===== src/rtl/valid_ready_width_upsizer.sv =====
// Packs RATIO narrow valid-ready beats into one registered wide word with a lane keep mask.
// Optional macro VALID_READY_WIDTH_UPSIZER_REVERSE_LANES_EN places the first beat in the MSB lane.
module valid_ready_width_upsizer #(
    parameter int WIDTH = 8,
    parameter int RATIO = 4
) (
    input  logic                       clock,
    input  logic                       reset,
    input  logic [WIDTH-1:0]           write_data,
    input  logic                       write_valid,
    output logic                       write_ready,
    input  logic                       flush,
    output logic [WIDTH*RATIO-1:0]     read_data,
    output logic [RATIO-1:0]           read_keep,
    output logic                       read_valid,
    input  logic                       read_ready,
    output logic [$clog2(RATIO)-1:0]   lane_count
);

    localparam int CW = $clog2(RATIO);
    localparam logic [CW-1:0] LAST = CW'(RATIO - 1);

    logic [(RATIO-1)*WIDTH-1:0] acc;
    logic [RATIO*WIDTH-1:0]     acc_ext;
    logic                       slot_free;
    logic                       accept;
    logic                       completing;
    logic                       do_flush;
    logic                       load;
    logic [CW:0]                held;
    logic [CW:0]                n_after;
    logic [RATIO*WIDTH-1:0]     word;
    logic [RATIO-1:0]           keep;

    // Output lane for the k-th beat of a word; the accumulator itself is always kept in arrival order.
    function automatic int unsigned lane_pos(input int unsigned k);
`ifdef VALID_READY_WIDTH_UPSIZER_REVERSE_LANES_EN
        return RATIO - 1 - k;
`else
        return k;
`endif
    endfunction

    assign acc_ext     = {{WIDTH{1'b0}}, acc};
    assign slot_free   = ~read_valid | read_ready;
    assign write_ready = (lane_count != LAST) | slot_free;
    assign accept      = write_valid & write_ready;
    assign completing  = accept & (lane_count == LAST);
    assign held        = {1'b0, lane_count};
    assign n_after     = held + (CW+1)'(accept);
    // A completing beat already emits the full word, so flush folds into the same load.
    assign do_flush    = flush & slot_free & (n_after != '0);
    assign load        = completing | do_flush;

    always_comb begin
        word = '0;
        keep = '0;
        for (int unsigned i = 0; i < RATIO; i++) begin
            if ((CW+1)'(i) < held)
                word[lane_pos(i)*WIDTH +: WIDTH] = acc_ext[i*WIDTH +: WIDTH];
            else if (accept && ((CW+1)'(i) == held))
                word[lane_pos(i)*WIDTH +: WIDTH] = write_data;
            keep[lane_pos(i)] = ((CW+1)'(i) < n_after);
        end
    end

    always_ff @(posedge clock) begin
        if (reset) begin
            lane_count <= '0;
            acc        <= '0;
            read_data  <= '0;
            read_keep  <= '0;
            read_valid <= 1'b0;
        end else begin
            if (load) begin
                read_data  <= word;
                read_keep  <= keep;
                read_valid <= 1'b1;
            end else if (read_ready) begin
                read_valid <= 1'b0;
            end

            if (load) begin
                lane_count <= '0;
                acc        <= '0;
            end else if (accept) begin
                for (int unsigned i = 0; i < RATIO - 1; i++) begin
                    if (lane_count == CW'(i))
                        acc[i*WIDTH +: WIDTH] <= write_data;
                end
                lane_count <= lane_count + CW'(1);
            end
        end
    end

endmodule


===== config.mk =====
export PLATFORM = sky130hd
export DESIGN_NAME = valid_ready_width_upsizer
export DESIGN_NICKNAME = d
export VERILOG_FILES = /design/src/rtl/valid_ready_width_upsizer.sv
export SDC_FILE = /design/constraint.sdc
export NUM_CORES = 1
export LEC_CHECK = 0
export ABC_AREA = 0
export CORE_ASPECT_RATIO = 1.2
export CORE_UTILIZATION = 46
export DETAILED_ROUTE_END_ITERATION = 12
export GPL_ROUTABILITY_DRIVEN = 0
export PLACE_DENSITY_LB_ADDON = 0.3
export SLEW_MARGIN = 10
export SYNTH_ARGS = -nofsm -noshare
export SYNTH_HDL_FRONTEND = slang
export SYNTH_SLANG_ARGS = --single-unit

===== constraint.sdc =====
create_clock -name clock -period 2.83 [get_ports clock]
set_input_delay 0.283 -clock clock [delete_from_list [all_inputs] [get_ports clock]]
set_output_delay 0.283 -clock clock [all_outputs]
set_load 0.02 [all_outputs]

After elaboration in Yosys (flattened, before gate mapping)
Index checks and enable logic that the tools add are counted.

Register bits after elaboration: 63. Input port bits: 13.

Equal/unequal tests: 7. Mux-type cells: 10. Reductions and logical operators: 12. Add/subtract/negate cells: 2. Magnitude comparators: 8. Bitwise gates (word level): 8.

Operators by type and width (count): 8-bit 2-to-1 mux (8); 1-bit by 3-bit less-than comparator with 1-bit output (first input constant) (2); 2-bit by 3-bit less-than comparator with 1-bit output (first input constant) (2); 2-bit AND reduction (3); 1-bit AND (4); 2-bit == test (first input constant) (2); 2-bit == test (second input constant) (2); 1-bit logical AND (4); 1-bit by 2-bit less-than comparator with 1-bit output (first input constant) (2); 2-bit less-than comparator (first input constant) (2); 2-bit by 1-bit adder with 3-bit output (1); 3-bit logical NOT (1); 1-bit OR (3); 3-bit nonzero test (1); 2-bit by 1-bit adder with 2-bit output (second input constant) (1); 1-bit by 2-bit == test with 1-bit output (first input constant) (1); 2-bit by 1-bit == test with 1-bit output (second input constant) (1); 2-bit logical NOT (1); 1-bit 2-to-1 mux (2); 2-bit != test (second input constant) (1); 2-bit nonzero test (1); 2-bit OR reduction (1); 1-bit NOT (1).

Depth between registers and ports, before layout
Word-level depth: 9. Gate-level depth with buffers: 14. Depth with buffers taken out: 10.

Worst setup path before layout
No wires, ideal clock.

Path kind: register to register. Start: register lane_count[0]. End: register acc[15]. Stages on the path, launching flop included: 15. Slack: -547 ps. Period minus slack after synthesis: 3377 ps. Data arrival time: 3311 ps. Cells stage by stage: dfxtp_1 ha_1 nand3b_2 and2_1 buf_2 buf_1 ha_1 inv_1 ha_1 or3_4 and3_4 or3_1 buf_2 buf_6 a21oi_2.

Cells in the longest elaborated chain, start to end: 8. Elaborated cells between the ends (all ways): 12. Those cells by class: 1 x add/sub; 3 x eq/ne; 5 x bitwise; 3 x reduce/logical.

RTL lines: from (decl) (line 17) `output logic [$clog2(RATIO)-1:0] lane_count`; from (signal assigned) (line 91) `lane_count <= lane_count + CW'(1);`; 2-bit != test * (line 46) `assign write_ready = (lane_count != LAST) | slot_free;`; 1-bit OR * (line 46); named net write_ready (line 11) `output logic write_ready,`; 1-bit AND * (line 47) `assign accept = write_valid & write_ready;`; 2-bit by 1-bit adder with 3-bit output (line 50) `assign n_after = held + (CW+1)'(accept);`; 3-bit nonzero test (line 52) `assign do_flush = flush & slot_free & (n_after != '0);`; 1-bit AND (line 52); 1-bit OR (line 53) `assign load = completing | do_flush;`; 2-bit OR reduction (no source line); to (signal, indexed assignment) (line 89) `acc[i*WIDTH +: WIDTH] <= write_data;`; to (decl) (line 23) `logic [(RATIO-1)*WIDTH-1:0] acc;`.

The timed path passes the listed nets; every way through them passes the cells marked *. A chain may end at the register's enable or synchronous reset.

Worst setup path in the final report
Start: register lane_count[0]. End: register acc[14].

Cells in the longest elaborated chain, start to end: 8. Elaborated cells between the ends (all ways): 12. Those cells by class: 1 x add/sub; 3 x eq/ne; 5 x bitwise; 3 x reduce/logical.

RTL lines (line): 2-bit != test (46); 1-bit OR (46); 1-bit AND (47); 2-bit by 1-bit adder with 3-bit output (50); 3-bit nonzero test (52); 1-bit AND (52); 1-bit OR (53); 2-bit OR reduction (no source line).

Several ways; a longest one is shown, not always the timed one.

==> run_results.csv <==
group,metric,value,unit
global_route,grt_use_total,23.5,%
logic_synthesis,async_flop_share,0,%
pwr,power.density,700,nW/um^2
logic_synthesis,synth-edff-count,0,
worst_setup_path,worstPathRequired,3.10,ns
logic_synthesis,synth_seq_cells,63,
timing,skew,0.00402,ns
worst_hold_path,hold_path_depth,2,
cts,cts_setup_buffers,0,
pwr,combPwrFrac,20.4,%
timing,slew_headroom,63.0,%
global_route,gr-total-overflow,0,
worst_setup_path,cp.arrival,2.85,ns
cts,clk_latency,0.34,ns
logic_synthesis,yosys_warnings,0,
cells_and_area,final_common_cell,"dfxtp_1",
global_route,grt_start_max_net_pins,36,
worst_hold_path,hold_class,"reg -> reg",
logic_synthesis,netlist_instances,293,
die,die_area,6130,sq um
pwr,p_switching,0.000670,W
cts,clk_pin_slew_worst_paths,0.07,ns
cells_and_area,stdcell_area,3610,sq um
die,pin_count,53,
placement,place_area,3350,sq um
worst_setup_path,start_kind,"flip-flop",
cts,cts.sinks,63,
logic_synthesis,avgSynthCellArea,9.13,sq um
route,routedWlPerCell,16.3,microns
logic_synthesis,mappedNetlistArea,2680,sq um
route,final_antenna_net_count,0,
worst_setup_path,worstPathMaxFanout,16,
cts,clockBufferDepth,2,
cts,cts_root_buf,"clkbuf_8",
status,status,"finished, final reports clean",
die,start_util,47.5,%
route,vias,2393,
timing,whs,0.459,ns
timing,finalCritPeriodShare,91.0,%
cells_and_area,most-common-layout-cells,"dfxtp_1, clkdlybuf4s50_1, nand3_1",
worst_setup_path,ff2ff_path_depth,11,
worst_setup_path,crit_type,"reg -> reg",
pwr,peakVddDrop,0.427,mV
worst_hold_path,min_to,"acc[1]$_SDFFE_PP0N_",
placement,place_hpwl,4.61,mm
timing,finalHoldViolations,0,
worst_setup_path,reg2reg_to,"acc[14]$_SDFFE_PP0N_",
timing,period_needed,2.57,ns
pwr,p_clk_share,40.2,%
cells_and_area,n_antenna_cell,0,
logic_synthesis,synthFlopType,"dfxtp_1",
pwr,internal_power,0.00185,W
route,via_per_inst,5.74,
route,finalWirelength,6.78,mm
worst_setup_path,r2r_slack,0.26,ns
global_route,grt_pass1_vias,2256,
timing,setup_tns,0,ns
route,dr.pass1.iters,4,
cts,h-tree-depth,3,
route,drt_drc_violations_left,0,
worst_setup_path,reg2reg_from,"lane_count[0]$_SDFFE_PP0N_",
cts,tritoncts,"yes",
route,drt_iter0_drc,104,
cells_and_area,syn_to_final_growth,34.8,%
cts,cts_buffers,9,
logic_synthesis,synth_nets,313,
die,fp.coreArea,5630,sq um
timing,slew_viol_final,0,
logic_synthesis,synth_cell_types,33,
worst_setup_path,cp-end-kind,"flip-flop",
pwr,power.sequential.fraction,39.4,%
cells_and_area,drive_gt1_share,17.0,%
die,die_h,85.5,microns
pwr,p_leak,1.23,nW
cts,cts_resized,0,
die,die_width,71.6,microns
timing,timing.fmax,0.388,GHz
flow_run,cap_violations,0,
timing,rsz0062_at_grt,"no",
worst_hold_path,min-delay-start,"acc[1]$_SDFFE_PP0N_",
timing,worstMarginPinSlew,0.555,ns
die,rows,30,
global_route,grt_pass1_wl,11.0,mm
logic_synthesis,ys_seq_area_share,47.1,%
cts,ctsHoldBuffers,0,
timing,setup_viol,0,
pwr,swShare,26.5,%
cells_and_area,nets,368,
global_route,antenna_found_initial,0,
placement,portBuffers,52,
==> final cells by class <==
| type | count | area, sq um |
|---|---|---|
| clock buffers | 9 | 124 |
| clock inverters | 7 | 135 |
| fillers | 467 | 2020 |
| inverters | 12 | 45.0 |
| multi-input cells | 195 | 1310 |
| flip-flops and latches | 63 | 1270 |
| well taps | 64 | 80.1 |
| repair buffers | 67 | 646 |
==> sequential cells by signal (all words and copies together) (netlist names) <==
register / cells
acc: 24
lane_count: 2
read_data: 32
read_keep: 4
read_valid: 1
==> critical path: stages, from the launching register on <==
cell      delay, ns
dfxtp_4        0.42
ha_4           0.18
nand3b_4       0.07
and2_4         0.15
ha_4           0.16
inv_2          0.06
ha_4           0.20
or3_4          0.34
and3_4         0.18
or3_1          0.39
buf_4          0.23
a21oi_1        0.13
==> power groups by stage <==
stage / sequential (W) / clock [W] / combinational [W]
after floorplan: 0.00108 / 0 / 0.000250
after global placement: 0.00101 / 0 / 0.000507
after detailed placement: 0.00101 / 0 / 0.000513
after CTS: 0.000996 / 0.00103 / 0.000516
after global routing: 0.00100 / 0.00107 / 0.000557
final: 0.000995 / 0.00102 / 0.000514
==> per-stage QoR <==
stage          power (W)  instances  setup slack [ns]  utilization (%)
3_5_place_dp     0.00153        401            0.0311             59.5
2_1_floorplan    0.00133        293         -0.000637                -
6_report         0.00253        417             0.256             64.1
3_3_place_gp     0.00152        401            0.0368             59.5
4_1_cts          0.00254        417             0.253             64.1
5_1_grt          0.00263        417            0.0504             64.1
==> synth_stat cells (3+ instances only) <==
cell | number | area, sq um
a2111oi_0 | 8 | 70.1
a211oi_1 | 9 | 67.6
a21oi_1 | 19 | 95.1
a21oi_2 | 18 | 158
a22o_1 | 8 | 70.1
a311oi_1 | 9 | 78.8
a32oi_1 | 8 | 70.1
buf_1 | 7 | 26.3
buf_2 | 6 | 30.0
clkbuf_1 | 8 | 30.0
dfxtp_1 | 63 | 1260
ha_1 | 7 | 87.6
inv_1 | 12 | 45.0
nand2_1 | 25 | 93.8
nand2b_1 | 9 | 56.3
nand3_1 | 31 | 155
nor2_1 | 3 | 11.3
nor3_1 | 26 | 130
==> kinds of logic after synthesis <==
group	after synthesis	share of synthesized area [%]
simple gates	104	19.8
compound gates	83	23.7
flops	63	47.1
buf+inv	35	5.75
fa+ha+maj	7	3.27
xor+xnor	1	0.327
==> worst max path at each step <==
stage / cells after the start / slack, ns / start / end
2_1_floorplan: 14 / -0.0006 / lane_count[0]$_SDFFE_PP0N_ / acc[15]$_SDFFE_PP0N_
3_3_place_gp: 10 / 0.04 / read_ready / read_data[21]$_SDFFE_PP0P_
3_5_place_dp: 10 / 0.03 / read_ready / read_data[21]$_SDFFE_PP0P_
4_1_cts: 11 / 0.25 / lane_count[0]$_SDFFE_PP0N_ / acc[14]$_SDFFE_PP0N_
5_1_grt: 10 / 0.05 / lane_count[0]$_SDFFE_PP0N_ / read_data[21]$_SDFFE_PP0P_
6_report: 11 / 0.26 / lane_count[0]$_SDFFE_PP0N_ / acc[14]$_SDFFE_PP0N_
==> per-layer routing <==
metal  up-vias  wire [microns]  global-route usage [%]
li1       1189               -                       -
met1      1125            3040                    29.7
met2        64            3260                    37.7
met3        15             339                    5.88
met4         0             145                    10.9
met5         -               0                       0
(Power assumes the default switching activity.)
